[src/rtl/if_fetch_if.sv]
// Fetch-stage bus bundle: instruction-memory request/response
// channel and the instruction hand-off towards decode.
interface if_fetch_if;
   logic        imem_req_valid;
   logic        imem_req_ready;
   logic [31:0] imem_req_addr;
   logic        imem_rsp_valid;
   logic [31:0] imem_rsp_data;
   logic        inst_valid;
   logic        inst_ready;
   logic [31:0] inst_data;
   logic [31:0] inst_pc;

   modport master (
      output imem_req_valid,
      input  imem_req_ready,
      output imem_req_addr,
      input  imem_rsp_valid,
      input  imem_rsp_data,
      output inst_valid,
      input  inst_ready,
      output inst_data,
      output inst_pc
   );

   modport slave (
      input  imem_req_valid,
      output imem_req_ready,
      input  imem_req_addr,
      output imem_rsp_valid,
      output imem_rsp_data,
      input  inst_valid,
      output inst_ready,
      input  inst_data,
      input  inst_pc
   );
endinterface

[src/rtl/if_fetch.sv]
// Instruction fetch: one outstanding imem request, kill-on-redirect,
// and a two-entry instruction buffer feeding decode.
module if_fetch #(
   parameter logic [31:0] RESET_PC   = 32'h0000_0000,
   parameter int          FIFO_DEPTH = 2
) (
   input  logic        clk,
   input  logic        rst_n,
   input  logic        ena,
   input  logic        redirect_valid,
   input  logic [31:0] redirect_pc,
   if_fetch_if.master  bus
);

   localparam logic [2:0] DEPTH = 3'(FIFO_DEPTH);

   typedef enum logic [1:0] {IDLE, REQ, WAIT} state_t;

   state_t      state;
   state_t      state_nx;
   logic [31:0] fetch_pc;
   logic [31:0] req_addr;
   logic [31:0] tgt;
   logic        kill;
   logic        xfer;
   logic        rsp;
   logic        push;
   logic        pop;
   logic        issue;
   logic        have_inst;
   logic [1:0]  cnt;
   logic [2:0]  occ;
   logic        wp;
   logic        rp;
   logic [31:0] fifo_data [2];
   logic [31:0] fifo_pc   [2];

   assign tgt       = redirect_pc & 32'hFFFF_FFFC;
   assign xfer      = (state == REQ) && bus.imem_req_ready;
   assign rsp       = (state == WAIT) && bus.imem_rsp_valid;
   assign push      = rsp && !kill && !redirect_valid;
   assign have_inst = (cnt != 2'd0);
   assign pop       = have_inst && bus.inst_ready && !redirect_valid;

   // Occupancy after this cycle, counting the response being written;
   // a redirect empties the buffer so it never blocks the refetch.
   assign occ   = redirect_valid ? 3'd0
                                 : {1'b0, cnt} + {2'b0, push};
   assign issue = ena && (occ < DEPTH) && ((state == IDLE) || rsp);

   always_ff @(posedge clk) begin
      if (!rst_n) state <= IDLE;
      else        state <= state_nx;
   end

   always_comb begin
      state_nx = state;
      unique case (state)
         IDLE:    if (issue) state_nx = REQ;
         REQ:     if (bus.imem_req_ready) state_nx = WAIT;
         WAIT:    if (bus.imem_rsp_valid) state_nx = issue ? REQ : IDLE;
         default: state_nx = IDLE;
      endcase
   end

   always_ff @(posedge clk) begin
      if (!rst_n) begin
         fetch_pc <= RESET_PC;
         req_addr <= RESET_PC;
         kill     <= 1'b0;
         cnt      <= 2'd0;
         wp       <= 1'b0;
         rp       <= 1'b0;
      end else begin
         if (issue) req_addr <= redirect_valid ? tgt : fetch_pc;
         // A killed transfer is stale: fetch_pc already holds the target.
         if (redirect_valid)     fetch_pc <= tgt;
         else if (xfer && !kill) fetch_pc <= fetch_pc + 32'd4;
         if (redirect_valid)
            kill <= (state == REQ) ||
                    ((state == WAIT) && !bus.imem_rsp_valid);
         else if (rsp)
            kill <= 1'b0;
         if (redirect_valid) begin
            cnt <= 2'd0;
            wp  <= 1'b0;
            rp  <= 1'b0;
         end else begin
            if (push) wp <= ~wp;
            if (pop)  rp <= ~rp;
            cnt <= cnt + {1'b0, push} - {1'b0, pop};
         end
      end
   end

   always_ff @(posedge clk) begin
      if (push) begin
         fifo_data[wp] <= bus.imem_rsp_data;
         fifo_pc[wp]   <= req_addr;
      end
   end

   assign bus.imem_req_valid = (state == REQ);
   assign bus.imem_req_addr  = req_addr;
   assign bus.inst_valid     = have_inst;
   assign bus.inst_data      = have_inst ? fifo_data[rp] : 32'd0;
   assign bus.inst_pc        = have_inst ? fifo_pc[rp]   : 32'd0;

endmodule
[src/flat_wrapper.sv]
// flat-port wrapper written by rule: the top's interface ports become plain ports
module if_fetch_flat 
#(
   parameter logic [31:0] RESET_PC   = 32'h0000_0000,
   parameter int          FIFO_DEPTH = 2
)
  (clk, rst_n, ena, redirect_valid, redirect_pc, bus_imem_req_valid, bus_imem_req_ready, bus_imem_req_addr, bus_imem_rsp_valid, bus_imem_rsp_data, bus_inst_valid, bus_inst_ready, bus_inst_data, bus_inst_pc);
  if_fetch_if bus_i ();
  input  logic clk;
  input  logic rst_n;
  input  logic ena;
  input  logic redirect_valid;
  input  logic [31:0] redirect_pc;
  output wire logic [$bits(bus_i.imem_req_valid)-1:0] bus_imem_req_valid;
  input wire logic [$bits(bus_i.imem_req_ready)-1:0] bus_imem_req_ready;
  output wire logic [$bits(bus_i.imem_req_addr)-1:0] bus_imem_req_addr;
  input wire logic [$bits(bus_i.imem_rsp_valid)-1:0] bus_imem_rsp_valid;
  input wire logic [$bits(bus_i.imem_rsp_data)-1:0] bus_imem_rsp_data;
  output wire logic [$bits(bus_i.inst_valid)-1:0] bus_inst_valid;
  input wire logic [$bits(bus_i.inst_ready)-1:0] bus_inst_ready;
  output wire logic [$bits(bus_i.inst_data)-1:0] bus_inst_data;
  output wire logic [$bits(bus_i.inst_pc)-1:0] bus_inst_pc;
  assign bus_imem_req_valid = bus_i.imem_req_valid;
  assign bus_i.imem_req_ready = bus_imem_req_ready;
  assign bus_imem_req_addr = bus_i.imem_req_addr;
  assign bus_i.imem_rsp_valid = bus_imem_rsp_valid;
  assign bus_i.imem_rsp_data = bus_imem_rsp_data;
  assign bus_inst_valid = bus_i.inst_valid;
  assign bus_i.inst_ready = bus_inst_ready;
  assign bus_inst_data = bus_i.inst_data;
  assign bus_inst_pc = bus_i.inst_pc;
  if_fetch #(.RESET_PC(RESET_PC), .FIFO_DEPTH(FIFO_DEPTH)) u_core (.clk(clk), .rst_n(rst_n), .ena(ena), .redirect_valid(redirect_valid), .redirect_pc(redirect_pc), .bus(bus_i));
endmodule
[config.mk]
export PLATFORM = sky130hd
export DESIGN_NAME = if_fetch_flat
export DESIGN_NICKNAME = d
export VERILOG_FILES = /design/src/rtl/if_fetch_if.sv /design/src/rtl/if_fetch.sv /design/src/flat_wrapper.sv
export SDC_FILE = /design/constraint.sdc
export NUM_CORES = 1
export LEC_CHECK = 0
export ABC_AREA = 0
export BUFFER_PORTS_ARGS = -buffer_cell sky130_fd_sc_hd__buf_2
export CORE_MARGIN = 2
export CORE_UTILIZATION = 55
export CTS_CLUSTER_SIZE = 24
export DETAILED_ROUTE_END_ITERATION = 10
export GPL_ROUTABILITY_DRIVEN = 0
export PLACE_DENSITY = 0.8
export SYNTH_ARGS = -nofsm -noshare
export SYNTH_HDL_FRONTEND = slang
export SYNTH_SLANG_ARGS = --single-unit
[constraint.sdc]
create_clock -name clk -period 6.9 [get_ports clk]
set_input_delay 1.38 -clock clk [delete_from_list [all_inputs] [get_ports clk]]
set_output_delay 1.38 -clock clk [all_outputs]
set_load 0.02 [all_outputs]
# Word level (Yosys, flattened, before mapping)

Memory sizes are Yosys's and may differ from the RTL's. A register that Yosys moved wholly into a read port is not among the register bits.
Cells that the tools add are included.
Widths: inputs -> output; s select.

Equality and inequality tests: 5
$lt $le $gt $ge: 1
Reduce and logical (&&, ||, !) cells: 21
Bitwise logic cells: 3
$add $sub $neg: 4
Mux-type cells: 19

Operators with widths:

| cell                  | count |
|---|---|
| $mux 32               | 5 |
| $add 32x3->32 const B | 1 |
| $logic_and 1x1->1     | 10 |
| $mux 1                | 9 |
| $mux 2                | 3 |
| $pmux 2 s3            | 1 |
| $reduce_bool 2->1     | 3 |
| $ne 2x1->1 const B    | 2 |
| $add 2x1->3           | 1 |
| $logic_not 1->1       | 3 |
| $lt 3x2->1 const B    | 1 |
| $mux 3                | 1 |
| $not 1->1             | 3 |
| $reduce_and 3->1      | 1 |
| $add 2x1->2           | 1 |
| $eq 2x1->1 const B    | 1 |
| $eq 2x2->1 const B    | 1 |
| $logic_not 2->1       | 1 |
| $logic_or 1x1->1      | 2 |
| $ne 2x2->1 const B    | 1 |
| $reduce_or 2->1       | 1 |
| $sub 2x1->2           | 1 |

Register bits: 71
Output and inout port bits: 98
RAM bits: 128
Word-level logic and storage cells: 63
Memories kept: 2
Input port bits: 71

Memories:

| memory           | words | width | rd ports | clocked after memory_dff | wr ports | RTL line       | source |
|---|---|---|---|---|---|---|---|
| u_core.fifo_data | 2     | 32    | 1        | 1                        | 1        | if_fetch.sv:35 | `logic [31:0] fifo_data [2];` |
| u_core.fifo_pc   | 2     | 32    | 1        | 1                        | 1        | if_fetch.sv:36 | `logic [31:0] fifo_pc [2];` |

# Logic depth before layout (Yosys ltp)

Gate-level depths: netlist (run 1).

Depth in word-level cells: 12
Depth in mapped cells: 11
Depth with buffers taken out: 10

# Worst setup path after synthesis (run 1)

OpenSTA, ideal clock, no wires.

Path kind: input -> register
Start point: input redirect_valid
End point: memory u_core.fifo_data[0][0] (enable)
Setup slack: 1649 ps
Arrival: 4769 ps
Buffers on the path: 2
Library setup time: 482 ps
Required time: 6418 ps
Stages on the path: 4
Path through: clkbuf_1 -> or4_1 -> clkbuf_1 -> nor2_1

Longest elaborated chain between the ends: 4

Ends and longest elaborated chain:

| what                         | RTL line           | source |
|---|---|---|
| start, declared              | flat_wrapper.sv:12 | `input logic redirect_valid;` |
| $logic_not 1->1              | if_fetch.sv:41     | `assign push = rsp && !kill && !redirect_valid;` |
| $logic_and 1x1->1            | if_fetch.sv:41     |  |
| $mux 1                       | if_fetch.sv:97     | `if (push) begin` |
| $mux 1 (implied by the code) | if_fetch.sv:98     | `fifo_data[wp] <= bus.imem_rsp_data;` |
| end, declared                | if_fetch.sv:35     |  |

No other way between the ends.

# Worst setup path after layout (run 1)

Start point: input redirect_valid
End point: register u_core.req_addr[11] (netlist: u_core.bus.imem_req_addr[11])

Longest elaborated chain between the ends: 7
Elaborated cells on any way between the ends: 8
Classes of those cells: add/sub: 1; order compare: 1; mux: 2; reduce/logical: 4

Ends and longest elaborated chain:

| what                           | RTL line       | source |
|---|---|---|
| $logic_not 1->1                | if_fetch.sv:41 |  |
| $logic_and 1x1->1              | if_fetch.sv:41 |  |
| $add 2x1->3                    | if_fetch.sv:48 | `: {1'b0, cnt} + {2'b0, push};` |
| $mux 3                         | if_fetch.sv:47 | `assign occ = redirect_valid ? 3'd0` |
| $lt 3x2->1                     | if_fetch.sv:49 | `assign issue = ena && (occ < DEPTH) && ((state == IDLE) \|\| rsp);` |
| $logic_and 1x1->1 (2 in a row) | if_fetch.sv:49 |  |
| end signal, assigned           | if_fetch.sv:75 | `if (issue) req_addr <= redirect_valid ? tgt : fetch_pc;` |
| end, declared                  | if_fetch.sv:22 | `logic [31:0] req_addr;` |

Several ways; a longest one is shown, not always the timed one.
A chain may end at the register's enable or synchronous reset.

==> metrics.yaml, run 1 <==
yosysUniqueCellTypes: 55
root_buffer: "clkbuf_16"
postPlaceCellArea_sq_um: 9170
maxCapViolations: 0
grt_pass1_wl_microns: 26800
p_per_area_nw_per_um2: 242
syn-cell-area_sq_um: 8280
clkPwrFrac: 0.379
stdcell_count: 1020
crit_type: "in -> reg"
fmax_mhz: 244
synth_edf_count: 124
final.period_utilization: 0.593
die_area_sq_um: 16000
required_ns: 7.21
portBuffers: 162
grt_overflow: 0
max_slew_margin: 0.132
fill_cells: 1109
use_met2: 0.354
setup_tns_ns: 0
mostFrequentLayoutCells: "buf_2, edfxtp_1, mux2i_1, nor2_1, dfxtp_1"
wl_per_cell_microns: 16.7
start_kind: "input port"
fin_crit_ns: 4.09
worst_path_largest_cell_delay_ns: 0.97
seq_power_share: 0.551
grtUsageMet1: 0.274
rrSetupSlack_ns: 3.82
fin_ws_ns: 2.81
ys_warn_count: 0
hold_violations: 0
switchingPower_w: 0.000524
stdcell_area_sq_um: 9690
p_int_w: 0.00182
ir_drop_mv: 0.169
grt_pass1_vias: 5457
cts_max_level: 4
critPathSlowestCell: "and4b_2"
switching_share: 0.223
critPathArrivalTime_ns: 4.40
routed_wl_microns: 17100
dp_slack_ns: 2.33
synth-seq-area-share: 0.614
groute.layer.met3.usage: 0.0418
synth_top_area_share: 0.450
area_growth_pct: 17.1
grt_max_degree: 66
drv_slew: 0
fp.coreArea_sq_um: 14600
async_flop_share: 0
path_clk_slew_ns: 0.07
rsz0062_at_grt: "false"
crit_chain: "buf_2 -> buf_4 -> or4_1 -> nor2_1 -> ha_1 -> o21bai_1 -> and4b_2 -> o211ai_1 -> o211a_1"
ys.flop_type: "edfxtp_1"
die_y_microns: 127
clk_latency_ns: 0.42
hold_class: "reg -> reg"
place_inst: 986
die_w_microns: 127
outcome: "complete, no violations"
synthCells: 682
cts_hold_buf: 0
drtIter0Drc: 486
final_common_cell: "buf_2"
drive_gt1_frac: 0.243
comb_power_share: 0.070
cp-end-kind: "register"
io_pins: 169
ant_nets: 0
setup_viol: 0
rows: 44
post_cts_buffers: 0
drc: 0
synth_seq_cells: 192
drtPass1Iterations: 5
hold_ws_ns: 0.484
final.setup_skew_ns: 0.00952
grt_antenna_before_repair: 1
cts_tree: "built"
start_util: 0.565
cts_sinks: 192
critPathMaxFanout: 61
p_leak_nw: 3.93
hpwl_microns: 11300
synth.area.top_cells: "edfxtp_1, dfxtp_1, mux2i_1"
yosysTopAreaCell: "edfxtp_1"
cts-buffers-inserted: 17
routed_via_density: 5.75
layout.nets: 896
vias: 5861
clockBufferDepth: 2
grt_use_total: 0.209
worstMarginPinSlew_ns: 1.30
grt.busiest_layer: "met2"
synth_area_per_cell_sq_um: 12.1
cts.repair.resized: 0
[sequential cells by signal, indices dropped and copies added, names as in the netlist, named ones only]
name and count:
u_core.fetch_pc 30, u_core.cnt 2, u_core.wp 1, u_core.kill 1, u_core.rp 1, u_core.fifo_pc 60
u_core.state 2, u_core.fifo_data 64, u_core.bus.imem_req_addr 30
[cell type report]
cell class,count,area [sq um],area share
Antenna cell,2,5.00,0.000516
Clock buffer,26,459,0.0474
Clock inverter,6,63.8,0.00658
Inverter,11,41.3,0.00426
Multi-Input combinational cell,432,2960,0.305
Sequential cell,192,5090,0.525
Tap cell,184,230,0.0237
Timing Repair Buffer,167,848,0.0875
[power by group through the flow]
stage          registers (W)  logic [W]  clock network (W)
2_1_floorplan        0.00133  0.0000886                  0
3_3_place_gp         0.00131   0.000158                  0
3_5_place_dp         0.00132   0.000164                  0
4_1_cts              0.00129   0.000165           0.000904
5_1_grt              0.00130   0.000180           0.000949
6_report             0.00129   0.000163           0.000889
[per-layer routing]
metal | wire length [microns] | up-vias
met4 | 206 | 0
li1 | - | 2822
met2 | 8450 | 195
met1 | 7340 | 2824
met5 | 0 | -
met3 | 1060 | 20
[cells in the mapped netlist (all sizes together), types with 12 or more instances]
master	instances
edfxtp	124
mux2i	84
nor2	76
dfxtp	68
nand2	49
clkbuf	35
o21ai	33
o211a	32
a31oi	16
buf	15
nand4	14
nand3	13
or4	12
[kinds of logic after synthesis]
logic type	after synthesis	synth area share
xor+xnor	13	0.0138
buf+inv	61	0.0324
simple gates	210	0.128
mux	85	0.103
fa+ha+maj	4	0.00605
flops	192	0.614
other cells	1	0.000453
compound gates	116	0.102
[worst max-delay path, delay by kind of cell]
family,cells,cell delay (ns)
simple gates,3,1.85
compound gates,3,0.48
buf+inv,2,0.42
fa+ha+maj,1,0.24
[through the flow]
| stage | total power (W) | util |
|---|---|---|
| final | 0.00234 | 0.662 |
| after global routing | 0.00243 | 0.662 |
| after CTS | 0.00236 | 0.662 |
| after detailed placement | 0.00148 | 0.626 |
| after global placement | 0.00147 | 0.626 |
| after floorplan | 0.00142 | - |
[final timing paths]
kind	start	endpoint	cells after the start
worst max-delay path	redirect_valid	u_core.bus.imem_req_addr[11]	9
worst min-delay path	u_core.bus.imem_req_addr[27]	u_core.fifo_pc[0][27]	0
worst max register to register	u_core.state[0]	u_core.bus.imem_req_addr[11]	7
worst min register to register	u_core.bus.imem_req_addr[27]	u_core.fifo_pc[0][27]	0
(Power assumes the default switching activity.)
==> run 2, diff against run 1 <==
Clock period 6.9 ns to 3.95 ns, I/O delays scaled along.
==> run 2 against run 1 <==
Compared with the run above:
- worst hold slack lost 0.00094 ns
- critical path depth shrank 5
- clock skew shrank 0.00079 ns
- via count grew 1.1%
- register-to-register slack lost 2.7 ns
- cell count grew 0.39%
- combinational power grew 77%
==> metrics.yaml, run 2 (synthesis gave the netlist of run 1 again) <==
portBuffers: 162  # unchanged
worstMarginPinSlew_ns: 0.846  # -0.453 ns
stdcell_count: 1024  # +0.39%
grt_use_total: 0.214  # +0.00529
path_clk_slew_ns: 0.07  # about the same
clkPwrFrac: 0.422  # +0.043
stdcell_area_sq_um: 9870  # +1.8%
fp.coreArea_sq_um: 14600  # unchanged
rsz0062_at_grt: "false"
routed_via_density: 5.79  # +0.68%
final.setup_skew_ns: 0.00874  # -0.000786 ns
critPathSlowestCell: "dfxtp_4"
cts_tree: "built"
start_util: 0.565  # unchanged
post_cts_buffers: 0  # unchanged
cts_hold_buf: 0  # unchanged
crit_chain: "buf_4 -> mux2i_1 -> nor2_1 -> buf_2"
drive_gt1_frac: 0.257  # +0.0140
place_inst: 991  # +0.51%
drv_slew: 0  # unchanged
layout.nets: 901  # +0.56%
clk_latency_ns: 0.43  # about the same
drtIter0Drc: 577  # +19%
die_y_microns: 127  # unchanged
required_ns: 3.16  # -4.05 ns
fin_crit_ns: 2.85
crit_type: "reg -> out"
setup_viol: 0  # unchanged
hold_violations: 0  # unchanged
seq_power_share: 0.513  # -0.038
root_buffer: "clkbuf_16"
switchingPower_w: 0.000968  # +85%
cp-end-kind: "primary output"
mostFrequentLayoutCells: "buf_2, edfxtp_1, mux2i_1, nor2_1, dfxtp_1"
hold_class: "reg -> reg"
ant_nets: 0  # unchanged
worst_path_largest_cell_delay_ns: 0.80  # -0.17 ns
grt_max_degree: 63  # -4.5%
post-route-util: 0.674  # +0.0122
grt_pass1_wl_microns: 27500  # +2.5%
rows: 44  # unchanged
reg_top3: "u_core.fifo_data: 64 flops, u_core.fifo_pc: 60 flops"
fill_cells: 1072  # -3.3%
maxCapViolations: 0  # unchanged
routed_wl_microns: 17600  # +3.2%
cts.repair.resized: 0  # unchanged
grt_antenna_before_repair: 0  # -1
hpwl_microns: 11700  # +3.6%
grt_overflow: 0  # unchanged
start_kind: "register"
cts-buffers-inserted: 17  # unchanged
area_growth_pct: 19.3
switching_share: 0.220  # -0.00366
critPathArrivalTime_ns: 2.06  # -2.34 ns
io_pins: 169  # unchanged
die_area_sq_um: 16000  # unchanged
largest_register_ffs: 64  # unchanged
setup_tns_ns: 0  # unchanged
cts_max_level: 4  # unchanged
outcome: "complete, no violations"
final_common_cell: "buf_2"
cp_top_family: "flip-flops"
ir_drop_mv: 0.308  # +82%
final.period_utilization: 0.721
drc: 0  # unchanged
wl_per_cell_microns: 17.2  # +2.8%
grt_pass1_vias: 5509  # +0.95%
p_leak_nw: 4.03  # +2.6%
postPlaceCellArea_sq_um: 9230  # +0.68%
rrSetupSlack_ns: 1.14  # -2.68 ns
clockBufferDepth: 2  # unchanged
comb_power_share: 0.066  # -0.004
cts_sinks: 192  # unchanged
path_buf_inv: 2  # unchanged
p_int_w: 0.00344  # +89%
p_per_area_nw_per_um2: 446  # +84%
vias: 5924  # +1.1%
max_slew_margin: 0.436  # +0.304
critPathMaxFanout: 39  # -36%
die_w_microns: 127  # unchanged
largest-register: "u_core.fifo_data"
fmax_mhz: 351
drtPass1Iterations: 8  # +3
run 2: layout make-up:
cell class / count / area, sq um / share of cell area
sequential: 192 / 5090 / 0.515
multi-input combinational: 432 / 2960 / 0.300
timing repair buffer: 172 / 911 / 0.0923
clock buffer: 18 / 429 / 0.0435
tap: 184 / 230 / 0.0233
clock inverter: 14 / 213 / 0.0215
inverter: 11 / 41.3 / 0.00418
antenna: 1 / 2.50 / 0.000253
run 2: stage by stage:
stage | power [W] | hold slack [ns] | setup WS [ns]
after floorplan | 0.00247 | 0.472 | -0.711
final | 0.00441 | 0.483 | 1.10
after global routing | 0.00454 | 0.507 | 0.888
after CTS | 0.00443 | 0.488 | 1.07
after detailed placement | 0.00259 | 0.470 | 0.712
after global placement | 0.00257 | 0.469 | 0.767
run 2: power by group through the flow:
| stage | Combinational (W) | Clock (W) | Sequential (W) |
|---|---|---|---|
| floorplan | 0.000155 | 0 | 0.00232 |
| global placement | 0.000276 | 0 | 0.00230 |
| detailed placement | 0.000287 | 0 | 0.00230 |
| CTS | 0.000290 | 0.00188 | 0.00226 |
| global route | 0.000317 | 0.00195 | 0.00227 |
| finish | 0.000289 | 0.00186 | 0.00226 |
run 2: worst paths after layout:
| check | start | end | cells after the start |
|---|---|---|---|
| hold / removal | u_core.bus.imem_req_addr[20] | u_core.fifo_pc[1][20] | 0 |
| setup / recovery | register | bus_inst_data[1] | 4 |
| setup reg to reg | u_core.state[1] | u_core.bus.imem_req_addr[11] | 9 |
| hold reg to reg | u_core.bus.imem_req_addr[20] | u_core.fifo_pc[1][20] | 0 |
run 2: per-layer routing:
layer / wire (microns) / track usage / vias up
met5: 0 / 0 / -
li1: - / - / 2826
met3: 1070 / 0.0422 / 26
met2: 8710 / 0.361 / 207
met1: 7520 / 0.280 / 2865
met4: 297 / 0.0724 / 0
